**src/rtl/pipe_stage_skid_pkg.sv**
```systemverilog
// rtl/pipe_stage_skid_pkg.sv - shared NOP encodings, stage payload widths and skid state encoding
package pipe_stage_skid_pkg;

    localparam logic [3:0] EX_NOP     = 4'd0;
    localparam logic [2:0] EX_RES_NOP = 3'd0;

    // Packed payload width at each stage boundary; packing is done by the instantiating stage.
    localparam int IF_ID_W  = 64;
    localparam int ID_EX_W  = 32;
    localparam int EX_MEM_W = 48;

    typedef enum logic [1:0] {
        ST_EMPTY = 2'd0,
        ST_ONE   = 2'd1,
        ST_FULL  = 2'd2
    } state_t;

endpackage

```
**src/rtl/pipe_stage_skid_sat_counter.sv**
```systemverilog
// rtl/pipe_stage_skid_sat_counter.sv - saturating up-counter with synchronous clear
module sat_counter #(
    parameter int CNT_W = 16
) (
    input  logic             clk,
    input  logic             clr,
    input  logic             inc,
    output logic [CNT_W-1:0] cnt
);

    localparam logic [CNT_W-1:0] CNT_MAX = '1;

    always_ff @(posedge clk) begin
        if (clr) begin
            cnt <= '0;
        end else if (inc && (cnt != CNT_MAX)) begin
            cnt <= cnt + 1'b1;
        end
    end

endmodule

```
**src/rtl/pipe_stage_skid.sv**
```systemverilog
// rtl/pipe_stage_skid.sv - pipeline stage register with 2-entry skid buffer, flush and bubble counter
module pipe_stage_skid
    import pipe_stage_skid_pkg::*;
#(
    parameter int                DATA_W    = ID_EX_W,
    parameter logic [DATA_W-1:0] NOP_VALUE = '0,
    parameter int                CNT_W     = 16
) (
    input  logic              clk,
    input  logic              rst,
    input  logic              flush,
    input  logic              in_valid,
    output logic              in_ready,
    input  logic [DATA_W-1:0] in_data,
    output logic              out_valid,
    input  logic              out_ready,
    output logic [DATA_W-1:0] out_data,
    output logic [1:0]        occupancy,
    output logic [CNT_W-1:0]  bubble_cnt
);

    state_t            state;
    logic [DATA_W-1:0] main_data;
    logic [DATA_W-1:0] skid_data;
    logic              main_valid;
    logic              skid_valid;
    logic              push;
    logic              pop;

    // Valid bits and occupancy are decoded straight from the state flops, so in_ready never sees out_ready.
    assign main_valid = (state != ST_EMPTY);
    assign skid_valid = (state == ST_FULL);
    assign occupancy  = state;

    assign in_ready  = !skid_valid;
    assign out_valid = main_valid;
    assign out_data  = main_valid ? main_data : NOP_VALUE;

    assign push = in_valid && in_ready;
    assign pop  = out_valid && out_ready;

    always_ff @(posedge clk) begin
        if (rst) begin
            state     <= ST_EMPTY;
            main_data <= NOP_VALUE;
            skid_data <= NOP_VALUE;
        end else if (flush) begin
            state <= ST_EMPTY;
        end else begin
            case (state)
                ST_EMPTY: begin
                    if (push) begin
                        state     <= ST_ONE;
                        main_data <= in_data;
                    end
                end
                ST_ONE: begin
                    if (push && pop) begin
                        main_data <= in_data;
                    end else if (push) begin
                        state     <= ST_FULL;
                        skid_data <= in_data;
                    end else if (pop) begin
                        state <= ST_EMPTY;
                    end
                end
                ST_FULL: begin
                    if (pop) begin
                        state     <= ST_ONE;
                        main_data <= skid_data;
                    end
                end
                default: state <= ST_EMPTY;
            endcase
        end
    end

    sat_counter #(
        .CNT_W(CNT_W)
    ) u_bubble_cnt (
        .clk(clk),
        .clr(rst),
        .inc(out_ready && !out_valid),
        .cnt(bubble_cnt)
    );

endmodule

```
**config.mk**
```make
export PLATFORM = sky130hd
export DESIGN_NAME = pipe_stage_skid
export DESIGN_NICKNAME = d
export VERILOG_FILES = /design/src/rtl/pipe_stage_skid_pkg.sv /design/src/rtl/pipe_stage_skid_sat_counter.sv /design/src/rtl/pipe_stage_skid.sv
export SDC_FILE = /design/constraint.sdc
export NUM_CORES = 1
export LEC_CHECK = 0
export ABC_AREA = 1
export CELL_PAD_IN_SITES_DETAIL_PLACEMENT = 1
export CELL_PAD_IN_SITES_GLOBAL_PLACEMENT = 1
export CORE_UTILIZATION = 25
export CTS_BUF_LIST = sky130_fd_sc_hd__clkbuf_2 sky130_fd_sc_hd__clkbuf_4 sky130_fd_sc_hd__clkbuf_8
export CTS_CLUSTER_SIZE = 8
export DETAILED_ROUTE_END_ITERATION = 12
export PLACE_DENSITY = 0.66
export SYNTH_ARGS = -nofsm -noshare
export SYNTH_HDL_FRONTEND = slang
export SYNTH_SLANG_ARGS = --single-unit
```
**constraint.sdc**
```tcl
create_clock -name clk -period 1.72 [get_ports clk]
set_input_delay 0.344 -clock clk [delete_from_list [all_inputs] [get_ports clk]]
set_output_delay 0.344 -clock clk [all_outputs]
set_load 0.01 [all_outputs]
```
## After elaboration in Yosys (flattened, before gate mapping)

Index checks and enable logic that the tools add are counted.
W data, S select, Z words.

| cells by class | value |
|---|---|
| equality and inequality tests | 8 |
| reduce and logical (&&, ||, !) cells | 14 |
| bitwise gates (word level) | 2 |
| add/subtract/negate cells | 1 |
| multiplexer cells | 11 |

Operators by type and width:

| kind | count |
|---|---|
| $mux W32 | 4 |
| $pmux W32 S3 | 1 |
| $add A16 B1 Y16 const B | 1 |
| $ne A16 B16 Y1 const B | 1 |
| $mux W2 | 5 |
| $reduce_and A4 Y1 | 2 |
| $ne A2 B2 Y1 const B | 3 |
| $pmux W2 S3 | 1 |
| $logic_and A1 B1 Y1 | 5 |
| $reduce_and A5 Y1 | 1 |
| $ne A3 B3 Y1 const B | 1 |
| $reduce_bool A3 Y1 | 1 |
| $eq A2 B1 Y1 const B | 1 |
| $eq A2 B2 Y1 const B | 1 |
| $logic_not A1 Y1 | 2 |
| $logic_not A2 Y1 | 1 |
| $ne A2 B1 Y1 const B | 1 |
| $not A1 Y1 | 2 |
| $reduce_bool A2 Y1 | 1 |
| $reduce_or A2 Y1 | 1 |

| word-level totals | value |
|---|---|
| input port bits | 37 |
| bits in registers | 82 |
| output and inout port bits | 52 |
| logic and storage cells | 40 |

## Depth between registers and ports, before layout

| depth | value |
|---|---|
| word-level depth | 6 |
| gate-level depth with buffers | 9 |
| gate-level depth less buffers | 9 |

## Hierarchy

A second synthesis with hierarchy kept.

| second synthesis, totals | value |
|---|---|
| cells, all modules | 693 |
| area total of the unflattened synthesis | 4227.8 sq um |

Modules (own cells, without submodules):

| module | cells an instance | area an instance (sq um) | instances | sequential area each (sq um) |
|---|---|---|---|---|
| pipe_stage_skid | 544 | 3298.2 | 1 | 1321.3 |
| sat_counter | 149 | 929.6 | 1 | 320.3 |

## Worst setup path after synthesis

OpenSTA, ideal clock, no wires.

| path | value |
|---|---|
| path type | register -> register |
| start | reg u_bubble_cnt.cnt[0] |
| end | reg u_bubble_cnt.cnt[0] |
| setup slack | 0.127 ns |
| arrival | 1.477 ns |
| cell stages (with the launch flop) | 10 |
| period minus slack after synthesis | 1.593 ns |
| buffers on the path | 1 |
| library setup time | 0.116 ns |
| data required time | 1.604 ns |
| path through | dfxtp_1 > ha_1 > inv_1 > nor2_2 > nand2_1 > nor2_1 > nor2_4 > buf_6 > nor2_1 > nor2_1 |

| between the ends | value |
|---|---|
| word-level cells in the longest chain between the ends | 2 |
| elaborated cells on any way between the ends | 3 |
| classes of those cells | 1 x add/sub; 1 x eq/ne; 1 x reduce/logical |

Ends and longest elaborated chain:

| item | RTL line | source |
|---|---|---|
| from (decl) | pipe_stage_skid_sat_counter.sv:8 | `output logic [CNT_W-1:0] cnt` |
| from (signal assigned) | pipe_stage_skid_sat_counter.sv:17 | `cnt <= cnt + 1'b1;` |
| branches (longest 2 deep; another with $add A16 B1 Y16) | - |  |

Several ways; the timed one is not identified.
A chain may end at the register's enable or synchronous reset.

## Worst setup path after layout

| path | value |
|---|---|
| start | reg state[1] (netlist: occupancy[1]) |
| end | out out_data[31] |

| between the ends | value |
|---|---|
| word-level cells in the longest chain between the ends | 2 |

Ends and longest elaborated chain:

| item | RTL line | source |
|---|---|---|
| from (decl) | pipe_stage_skid.sv:22 | `state_t state;` |
| from (signal assigned) | pipe_stage_skid.sv:44 | `state <= ST_EMPTY;` |
| from (signal assigned) | pipe_stage_skid.sv:48 | `state <= ST_EMPTY;` |
| from (signal assigned) | pipe_stage_skid.sv:53 | `state <= ST_ONE;` |
| $reduce_bool A2 Y1 | pipe_stage_skid.sv:31 | `assign main_valid = (state != ST_EMPTY);` |
| $mux W32 | pipe_stage_skid.sv:37 | `assign out_data = main_valid ? main_data : NOP_VALUE;` |
| to (decl) | pipe_stage_skid.sv:17 | `output logic [DATA_W-1:0] out_data,` |

Every way passes these cells.

==> metrics.yaml <==
floorplanning:
  design.die.area_sq_um: 15600
  core-area_sq_um: 14600
  dieHeight_microns: 125
  initial_core_util: 0.259
  floorplan.rows: 44
  chipWidth_microns: 125
  io_pins: 89
logic_synthesis:
  synth_sequential_area_ratio: 0.433
  synthesis.yosys.warnings: 0
  synth_enable_flop_cells: 0
  postSynthRegisterBits: 82
  synth_fp_nets: 592
  synth_area_per_cell_sq_um: 6.84
  postSynth.topFlopCell: "sky130_fd_sc_hd__dfxtp_1"
  synth-async-reset-ratio: 0
  count_of_distinct_cell_types_in_the_synthesized_netlist: 25
  synthesis.area_sq_um: 3790
  netlist_instances: 554
finish:
  finish.net_count: 712
  final_layout_size_suffix_gt1_frac: 0.215
  insertedDiodeCount: 0
  fill_cells: 1804
  areaGrowthSynthToFinish_pct: 49.8
  fin_area_sq_um: 5670
critical_path:
  reg2reg_from: "occupancy[1]$_SDFFE_PP0P_"
  setup.worst_path.class: "flop to primary output"
  reg2reg_setup_slack_ps: 70
  critical_path_buf_inv_count: 4
  timing.critical_path.from: "occupancy[1]$_SDFFE_PP0P_"
  critical_path.reg2reg.endpoint: "main_data[3]$_SDFFE_PP0P_"
  worstSetupEndpointType: "primary output"
  cp.arrival_ps: 1470
  path_max_fanout: 7
  critical_path.slowest_cell: "sky130_fd_sc_hd__dfxtp_2"
  critical-path-top-delay-family: "buffers and inverters"
  reg2regPathDepth: 10
  critical_path.cell_chain: "nor2_4, buf_12, buf_4, clkbuf_16, nor2_2, buf_2"
  cp-start-kind: "flop"
  data_required_time_of_the_critical_path_ps: 1380
  cp_slowest_stage_delay_ps: 340
route:
  per_cell_routed_wire_length_microns: 14.8
  route.detailed.drc: 10
  antenna_left: 0
  detailroute.via_count: 3983
  detail_route.iter0.violations: 149
  post_drt_via_cell_ratio: 4.62
  drt_pass1_iterations: 8
  routed_wl_microns: 12800
sta:
  tns_ps: -1390
  final_worst_setup_slack_ps: -91.0
  clock-skew-final_ps: 19.1
  period_minus_slack_ps: 1810
  unrepaired_setup_endpoints_after_global_routing: "yes"
  final_min_period_over_clock_period: 1.05
  maxSlewHeadroom: 0.798
  clock.fmax_mhz: 552
  timing.final.setup_violations: 21
  endpoints_failing_hold: 0
  timing_max_transition_violations_final: 0
  worst-slew-pin-transition_ps: 303
run_status:
  violations: "DRC, setup timing"
  outcome: "complete, but fails checks"
power_and_ir_drop:
  pwr_density_cell_nw_per_um2: 729
  leakage_power_nw: 2.30
  post-layout-total-power_w: 0.00414
  peakVddDrop_mv: 0.465
place:
  port_buffer_count: 88
  pre_cts_worst_setup_slack_ps: -131
  gpl.final_weighted_congestion: 0.780
  post_place_cell_area_sq_um: 5090
  place.detailed.hpwl_microns: 7950
global_routing:
  grt_overflow: 0
  first_global_vias: 3951
  antenna_found_initial: 0
  grt.total_usage: 0.150
  grt_first_pass_wirelength_microns: 18900
  grt_max_degree: 65
clock_tree:
  tritoncts.num_buffers: 9
  htree_levels: 3
  cts_root_buffer: "sky130_fd_sc_hd__clkbuf_8"
  tritoncts: "done"
  cts.path.max_buffers: 2
  cts_sinks: 82
  clock_insertion_delay_worst_skew_ps: 380
  worst_path_clk_slew_ps: 90
  cts-hold-fix-buffers: 0
hold_path:
  holdPathEnd: "skid_data[5]$_SDFFE_PP0P_"
  whs_path_depth: 2
  holdCritStartpoint: "skid_data[5]$_SDFFE_PP0P_"
  worstHoldPathType: "flop to flop"
flow_run:
  cap_viol_max_count: 0
tightest hold or removal path: cells and delay by family, from the launching register on:
kind / cells / cell delay, ps
flip-flops: 1 / 310
AO/OA/AOI/OAI: 1 / 50
buffers and inverters: 1 / 60
logic make-up (layout without fill, tap and decap cells):
family                   Yosys count  count (layout)  share of synthesized area
flip-flops                        82              82                      0.433
buffers and inverters            113             238                      0.123
AND/OR/NAND/NOR                  171             171                      0.184
adder cells (fa/ha/maj)            1               1                    0.00330
AO/OA/AOI/OAI                    180             180                      0.240
XOR/XNOR                           7               7                     0.0162
cell usage in the layout, fill, tap and decap left out, types with 9 or more instances in the layout:
cell type                         count
sky130_fd_sc_hd__nand2_1             86
sky130_fd_sc_hd__a21oi_1             78
sky130_fd_sc_hd__inv_1               77
sky130_fd_sc_hd__dfxtp_1             75
sky130_fd_sc_hd__o21ai_0             64
sky130_fd_sc_hd__clkdlybuf4s50_1     41
sky130_fd_sc_hd__nor2_1              34
sky130_fd_sc_hd__o21ai_1             34
sky130_fd_sc_hd__buf_4               31
sky130_fd_sc_hd__buf_2               19
sky130_fd_sc_hd__buf_6               18
sky130_fd_sc_hd__nor2_4              15
sky130_fd_sc_hd__dlygate4sd2_1       13
sky130_fd_sc_hd__nand3_1             12
sky130_fd_sc_hd__nor2_2              11
sky130_fd_sc_hd__buf_12              11
sky130_fd_sc_hd__clkbuf_8             9
per-layer routing:
layer	share of wire	global-route usage	vias to the layer above
met2	0.49	0.258	66
li1	-	-	2019
met1	0.46	0.183	1890
met5	0	0	-
met4	0.0079	0.0359	0
met3	0.042	0.0471	8
layout make-up:
class / count / area (sq um) / share of cell area
Inverter: 81 / 307 / 0.0540
Clock inverter: 7 / 78.8 / 0.0139
Multi-Input combinational cell: 359 / 1840 / 0.325
Tap cell: 184 / 230 / 0.0406
Timing Repair Buffer: 141 / 1440 / 0.254
Sequential cell: 82 / 1650 / 0.291
Clock buffer: 9 / 124 / 0.0218
registers in the layout (all words and copies together), names as in the netlist:
register and cells:
main_data 32, u_bubble_cnt.cnt 16, skid_data 32, occupancy 2
synth_stat cells (all sizes together), types with 3 or more instances:
| master | n | area, sq um |
|---|---|---|
| nand4 | 6 | 37.5 |
| inv | 81 | 304 |
| dfxtp | 82 | 1640 |
| buf | 16 | 101 |
| xnor2 | 4 | 35.0 |
| nand3 | 12 | 60.1 |
| a21oi | 79 | 395 |
| clkbuf | 16 | 60.1 |
| o21ai | 99 | 499 |
| nand2 | 91 | 344 |
| nor2 | 60 | 243 |
| xor2 | 3 | 26.3 |
per-stage QoR:
step	utilization	hold WS, ps	std cells
3_3_place_gp	0.348	431	827
3_5_place_dp	0.348	440	827
2_1_floorplan	-	413	554
6_report	0.387	452	863
4_1_cts	0.369	454	855
5_1_grt	0.387	475	863
where the power goes:
group	switching [W]	internal (W)
clock network	0.000781	0.000680
logic	0.000357	0.000321
registers	0.0000227	0.00198
how the worst max path moves through the flow:
stage	endpoint	slack [ps]	depth (start not counted)
2_1_floorplan	u_bubble_cnt.cnt[0]$_SDFFE_PP0P_	130	9
3_3_place_gp	skid_data[15]$_SDFFE_PP0P_	-60	8
3_5_place_dp	skid_data[0]$_SDFFE_PP0P_	-130	7
4_1_cts	out_data[17]	-150	7
5_1_grt	out_data[18]	-160	6
6_report	out_data[31]	-90	6
repair_timing:
action,in CTS,in global routing
resized for setup,184,37
pin swaps,3,7
gates cloned,1,6
setup endpoints to repair,62,70
setup buffers,11,3
No activity file was read; power rests on OpenSTA's default activity.
